$ cat src/rtl/status_array_mgr.sv
// Status array with self-initialisation: a 2^ADDR_WIDTH x ROW_WIDTH store of per-field
// status bits, masked row writes, 1-cycle tagged reads with write-first forwarding.
module status_array_mgr #(
    parameter int                    TAG_WIDTH  = 1,
    parameter int                    ADDR_WIDTH = 4,
    parameter int                    NUM_BLOCKS = 4,
    parameter int                    BLOCK_BITS = 2,
    parameter logic [BLOCK_BITS-1:0] INIT_VALUE = '0
) (
    input  logic                             clk,
    input  logic                             arst,
    input  logic                             i_halt,
    input  logic                             i_flush,
    input  logic [TAG_WIDTH-1:0]             i_tag,
    input  logic [ADDR_WIDTH-1:0]            i_r_addr,
    input  logic                             i_r_valid,
    input  logic [ADDR_WIDTH-1:0]            i_w_addr,
    input  logic [NUM_BLOCKS*BLOCK_BITS-1:0] i_w_data,
    input  logic [NUM_BLOCKS-1:0]            i_w_wmask,
    input  logic                             i_w_valid,
    output logic [TAG_WIDTH-1:0]             o_tag,
    output logic [NUM_BLOCKS*BLOCK_BITS-1:0] o_data,
    output logic                             o_valid,
    output logic                             o_ready,
    output logic                             o_init_busy
);

    localparam int ROW_WIDTH = NUM_BLOCKS * BLOCK_BITS;
    localparam int DEPTH     = 1 << ADDR_WIDTH;

    localparam logic [0:0] ST_INIT  = 1'b0;
    localparam logic [0:0] ST_READY = 1'b1;

    localparam logic [ADDR_WIDTH-1:0] LAST_ROW = {ADDR_WIDTH{1'b1}};
    localparam logic [ROW_WIDTH-1:0]  INIT_ROW = {NUM_BLOCKS{INIT_VALUE}};

    logic [0:0]            state_q, state_d;
    logic [ADDR_WIDTH-1:0] cnt_q,   cnt_d;
    logic                  valid_q, valid_d;
    logic [ROW_WIDTH-1:0]  data_q,  data_d;
    logic [TAG_WIDTH-1:0]  tag_q,   tag_d;

    logic [ROW_WIDTH-1:0]  mem_q [DEPTH];

    logic                  active;
    logic                  w_accept;
    logic [ROW_WIDTH-1:0]  w_row;
    logic [ROW_WIDTH-1:0]  rd_row;

    // Flush wins over any read or write presented in the same cycle.
    assign active   = (state_q == ST_READY) && !i_halt && !i_flush;
    assign w_accept = active && i_w_valid;

    // NOTE: every always_comb output gets a default before any branch, so no path can infer a latch.
    always_comb begin
        w_row = mem_q[i_w_addr];
        for (int k = 0; k < NUM_BLOCKS; k++) begin
            if (i_w_wmask[k]) begin
                w_row[k*BLOCK_BITS +: BLOCK_BITS] = i_w_data[k*BLOCK_BITS +: BLOCK_BITS];
            end
        end
        rd_row = (w_accept && (i_w_addr == i_r_addr)) ? w_row : mem_q[i_r_addr];
    end

    always_comb begin
        state_d = state_q;
        cnt_d   = cnt_q;
        valid_d = valid_q;
        data_d  = data_q;
        tag_d   = tag_q;
        if (!i_halt) begin
            valid_d = 1'b0;
            if (state_q == ST_INIT) begin
                if (i_flush) begin
                    cnt_d = '0;
                end else begin
                    cnt_d = cnt_q + ADDR_WIDTH'(1);
                    if (cnt_q == LAST_ROW) begin
                        state_d = ST_READY;
                    end
                end
            end else if (i_flush) begin
                state_d = ST_INIT;
                cnt_d   = '0;
            end else if (i_r_valid) begin
                valid_d = 1'b1;
                data_d  = rd_row;
                tag_d   = i_tag;
            end
        end
    end

    // NOTE: sequential state uses non-blocking assignments so all registers update together at the edge.
    always_ff @(posedge clk or posedge arst) begin
        if (arst) begin
            state_q <= ST_INIT;
            cnt_q   <= '0;
            valid_q <= 1'b0;
            data_q  <= '0;
            tag_q   <= '0;
        end else begin
            state_q <= state_d;
            cnt_q   <= cnt_d;
            valid_q <= valid_d;
            data_q  <= data_d;
            tag_q   <= tag_d;
        end
    end

    // NOTE: the storage has no reset; the INIT sweep rewrites every row after each reset or flush.
    always_ff @(posedge clk) begin
        if (!i_halt) begin
            if (state_q == ST_INIT) begin
                mem_q[cnt_q] <= INIT_ROW;
            end else if (w_accept) begin
                mem_q[i_w_addr] <= w_row;
            end
        end
    end

    assign o_tag       = tag_q;
    assign o_data      = data_q;
    assign o_valid     = valid_q;
    assign o_ready     = (state_q == ST_READY) && !i_halt;
    assign o_init_busy = (state_q == ST_INIT);

endmodule

$ cat config.mk
export PLATFORM = sky130hd
export DESIGN_NAME = status_array_mgr
export DESIGN_NICKNAME = d
export VERILOG_FILES = /design/src/rtl/status_array_mgr.sv
export SDC_FILE = /design/constraint.sdc
export NUM_CORES = 1
export LEC_CHECK = 0
export ABC_AREA = 1
export CAP_MARGIN = 10
export CORE_AREA = 3 3 93 139
export CTS_CLUSTER_SIZE = 20
export DETAILED_ROUTE_END_ITERATION = 6
export DIE_AREA = 0 0 96 142
export PLACE_DENSITY_LB_ADDON = 0.08
export SYNTH_ARGS = -nofsm -noshare
export SYNTH_HDL_FRONTEND = slang
export SYNTH_SLANG_ARGS = --single-unit
$ cat constraint.sdc
create_clock -name clk -period 4.2 [get_ports clk]
set_clock_uncertainty 0.15 [all_clocks]
set_input_delay 1.05 -clock clk [delete_from_list [all_inputs] [get_ports clk]]
set_output_delay 1.05 -clock clk [all_outputs]
set_load 0.005 [all_outputs]
=== After elaboration in Yosys (flattened, before gate mapping) ===
Memory sizes are Yosys's and may differ from the RTL's. A register that Yosys moved wholly into a read port is not among the register bits.
Index checks and enable logic that the tools add are counted.

* Bitwise logic cells: 3
* Muxes and demuxes: 24
* Equal/unequal tests: 2
* Add/subtract/negate cells: 1
* Reduce and logical (&&, ||, !) cells: 8

{| class="wikitable"
|+ Operator list
! operator !! number
|-
| $mux 4 || 4
|-
| $mux 1 || 15
|-
| $mux 2 || 4
|-
| $mux 8 || 1
|-
| $reduce_or 8->1 || 1
|-
| $add 4x1->4 const B || 1
|-
| $eq 4x4->1 const B || 1
|-
| $reduce_and 4->1 || 1
|-
| $logic_and 1x1->1 || 3
|-
| $not 1->1 || 3
|-
| $logic_not 1->1 || 2
|-
| $ne 2x2->1 const B || 1
|-
| $reduce_and 2->1 || 1
|}

* Bits in writable memories: 128
* Memories: 1
* Input bits: 27
* Bits in registers: 7
* Output and inout port bits: 12

{| class="wikitable"
|+ Memories
! memory !! words !! width !! rd ports !! clocked after Yosys merged registers in !! write ports !! line !! text
|-
| mem_q || 16 || 8 || 2 || 1 || 1 || 43 || <nowiki>logic [ROW_WIDTH-1:0] mem_q [DEPTH];</nowiki>
|}

=== Logic depth before layout (Yosys ltp) ===
* Depth after elaboration: 10
* Mapped depth: 13
* Gate-level depth less buffers: 12

=== Worst setup path before layout ===
OpenSTA, ideal clock, no wires.

* Kind: input to register
* Start point: input port i_w_valid
* End point: memory mem_q[10][0] (netlist bit), enable pin
* Slack: 1.547 ns
* Data arrival time: 2.133 ns
* Cell stages on the path: 9
* Path buffers: 1
* Cells stage by stage: inv_1 -> nor2_4 -> nand2_4 -> buf_8 -> nand2_8 -> nand2_4 -> inv_1 -> nand3_1 -> nor2_1

* Longest elaborated chain between the ends: 7
* Elaborated cells on any way between the ends: 8

{| class="wikitable"
|+ RTL lines
! element !! line !! text
|-
| start, declared || 20 || <nowiki>input logic i_w_valid,</nowiki>
|-
| $logic_and 1x1->1 * || 52 || <nowiki>assign w_accept = active && i_w_valid;</nowiki>
|-
| $mux 1 * || 115 || <nowiki>end else if (w_accept) begin</nowiki>
|-
| $mux 1 * || 113 || <nowiki>if (state_q == ST_INIT) begin</nowiki>
|-
| $mux 1 * || 112 || <nowiki>if (!i_halt) begin</nowiki>
|-
| $mux 1 (not written as such) * || 116 || <nowiki>mem_q[i_w_addr] <= w_row;</nowiki>
|-
| $reduce_or 8->1 (no line) || - ||
|-
| $mux 4 (no line) / $mux 1 (equally long branches) || - ||
|-
| end, declared || 43 ||
|}

Mark *: on every way between the ends. The rest lies on a longest branch, timed or not.

=== Worst setup path in the final report ===
* Start point: input port i_halt
* End point: output port o_ready

* Longest elaborated chain between the ends: 2

{| class="wikitable"
|+ RTL lines
! element !! line !! text
|-
| start, declared || 12 || <nowiki>input logic i_halt,</nowiki>
|-
| $logic_not 1->1 || 124 || <nowiki>assign o_ready = (state_q == ST_READY) && !i_halt;</nowiki>
|-
| $logic_and 1x1->1 || 124 ||
|-
| end, declared || 24 || <nowiki>output logic o_ready,</nowiki>
|}

No other way between the ends.

==> results.cfg <==
[worst_setup_path]
critPathArrivalTime_ns = 2.27
crit_family = buffers and inverters
end_kind = output port
path_buf_inv = 2
crit_path_max_incr_delay_ns = 0.53
criticalPathCategory = input port to output port
path_cells = clkdlybuf4s50_1 -> nor2_1 -> clkdlybuf4s50_1
startpoint_type = input port
critPathSlowestCell = clkdlybuf4s50_1
worst_ep_required_time_ns = 3.00
crit_path_frequent_cell = clkdlybuf4s50_1
cp_max_fo = 6

[placed_design]
numPortBuffers = 38
placed_cells = 1069
placed_cell_area_sq_mm = 0.008122
gp_congestion = 0.9294
post-dp-hpwl_microns = 13620

[clock_tree]
cts_resized = 0
postCtsHoldBufs = 0
clockRootBuffer = clkbuf_16
cts_buffer_depth = 2
post_cts_buffers = 0
cts-buffers-inserted = 17
cts_max_level = 4
cts_tree = done
clk_latency_ns = 0.42
clk_pin_slew_worst_paths_ns = 0.06
cts_sinks = 143

[drt]
num_vias = 6853
via_per_inst = 6.224
firstDrtPassIters = 7
wirelength_microns = 21720
drc = 1
post_drt_wl_per_cell_microns = 19.72
ant_nets = 0
drtIter0Drc = 852

[pwr]
pwr-share-clk_pct = 43.4
seq_power_share_pct = 45.7
switching_power_mw = 0.8803
combPwrFrac_pct = 10.8
switching_share_pct = 25.53
finalPower_mw = 3.449
p_leak_nw = 3.686
power_density_mw_per_mm2 = 396.1
internal_power_mw = 2.568
irDropWorstVdd_mv = 0.2490

[global_routing]
grt_max_degree = 70
grt_remaining_overflow = 0
antenna_found_initial = 0
grt_pass1_vias = 6740
grt_pass1_wl_microns = 33510
grt_usage_pct = 33.09

[floorplanning]
die_h_microns = 142
coreArea_sq_mm = 0.01196
row_count = 49
die_w_microns = 96
dieArea_sq_mm = 0.01363
ios = 39
initial_utilization_pct = 63.35

[yosys]
syn_area_per_cell_sq_um = 8.406
ys_warn_count = 0
yosys_most_used_dff = edfxtp_1
syn_area_sq_mm = 0.007574
postSynthCellCount = 901
syn_nets = 929
ys_ff_latch = 143
ys_seq_area_share_pct = 55.71
ys_async_sr_fraction_pct = 10.49
synth_edf_count = 128
ys_types = 29

[sta]
hold_viol = 0
setup_viol = 0
fin_crit_ns = 3.470
setup_tns_ns = 0
rsz0062_at_grt = no
relSlewSlack_pct = 47.15
max_freq_ghz = 0.2882
finalCritPeriodShare_pct = 82.61
drv_slew = 0
worstMarginPinSlew_ns = 0.7879

[flow_run]
cap_violations = 0

[final_layout]
finalInstanceArea_sq_mm = 0.008707
regArea_sq_mm = 0.004219
stdcell_count = 1101
diodes = 0
drive_gt1_share_pct = 8.228
fillers = 859
fin_nets = 963
multi_input_area_sq_mm = 0.002953
area_growth_pct = 14.97

[status]
outcome = complete, but fails checks
violations = DRC

[worst_hold_path]
hold_class = flop to flop
==> power groups by stage <==
stage,Clock (mW),Sequential [mW],Combinational (mW)
after floorplan,0,1.60,0.239
after global placement,0,1.60,0.348
after detailed placement,0,1.61,0.361
after CTS,1.49,1.58,0.365
after global routing,1.57,1.58,0.405
final,1.50,1.58,0.374
==> registers in the layout, summed over array words and instances, names as in the netlist <==
name / cells
o_valid: 1
o_tag: 1
mem_q: 128
o_data: 8
cnt_q: 4
state_q: 1
==> final timing paths <==
path / slack (ns) / cells past startpoint / endpoint / start
worst max-delay path: 0.73 / 3 / o_ready / i_halt
worst min-delay path: 0.33 / 2 / o_data[2] / o_data[2]
worst max register to register: 2.02 / 7 / mem_q[8][0] / state_q
worst min register to register: 0.33 / 2 / o_data[2] / o_data[2]
max in group asynchronous: 2.71 / 2 / o_data[2] / arst
min in group asynchronous: 0.82 / 2 / cnt_q[0] / arst
==> layout by cell type, fill, tap and decap left out, drive strengths merged, types with 5 or more instances in the layout <==
master,count
inv,41
o21ai,68
nand3,154
buf,32
edfxtp,128
clkdlybuf4s50,36
clkinv,8
a21oi,5
nor2,151
clkbuf,18
nand2,272
dfrtp,15
o211ai,8
==> worst register-to-register path, stage by stage, from the launching register on <==
cell and delay, ns:
dfrtp_1 0.40, inv_2 0.10, nor2_8 0.13, nand2_4 0.15, o21ai_1 0.33, nand3_1 0.23
nor2_1 0.14, buf_4 0.24
==> through the flow <==
step                hold WS (ns)  setup WS, ns  utilization, %
CTS                       0.3339        0.7166           72.83
finish                    0.3285        0.7305           72.83
detailed placement        0.3181        0.6540           67.93
global placement          0.3139        0.7320           67.93
floorplan                 0.3212         1.547               -
global route              0.3481        0.6121           72.83
==> Yosys cell counts, types with 2 or more instances <==
master      n  area [sq um]
nand3_1   151         755.7
clkinv_1    2         7.510
edfxtp_1  128          3844
nand2_4     6         67.56
o21ai_0    67         335.3
a21oi_1     5         25.02
buf_2      32         160.2
buf_1       4         15.01
nor2_4      2         22.52
clkbuf_1   15         56.30
xnor2_1     2         17.52
nand3_2     3         30.03
inv_1      37         138.9
o211ai_1    8         60.06
o22ai_1     2         12.51
dfrtp_1    15         375.4
nor2_1    147         551.8
nand2_1   264         991.0
==> metal layers <==
| layer | part of all wire, % | up-vias | routed length, microns | track usage (%) |
|---|---|---|---|---|
| met5 | 0 | - | 0 | 0 |
| met4 | 6.7 | 0 | 1451 | 22.64 |
| met3 | 11 | 123 | 2359 | 5.926 |
| met2 | 48 | 503 | 10470 | 52.78 |
| met1 | 34 | 3142 | 7434 | 40.27 |
| li1 | - | 3085 | - | - |
==> area by class of cell <==
cell class	instances	share of cell area, %
clock buffer	18	4.929
tap	153	2.199
clock inverter	14	1.796
inverter	40	1.724
timing repair buffer	68	6.984
sequential	143	48.46
multi-input combinational	665	33.91
==> logic make-up (layout without fill, tap and decap cells) <==
group | count (synthesis) | after routing | synth area share (%)
buffers and inverters | 93 | 140 | 5.303
adder cells (fa/ha/maj) | 1 | 1 | 0.1652
AND/OR/NAND/NOR | 578 | 578 | 32.69
XOR/XNOR | 2 | 2 | 0.2313
AO/OA/AOI/OAI | 84 | 84 | 5.898
flip-flops | 143 | 143 | 55.71
Power figures use the tool's default switching activity.
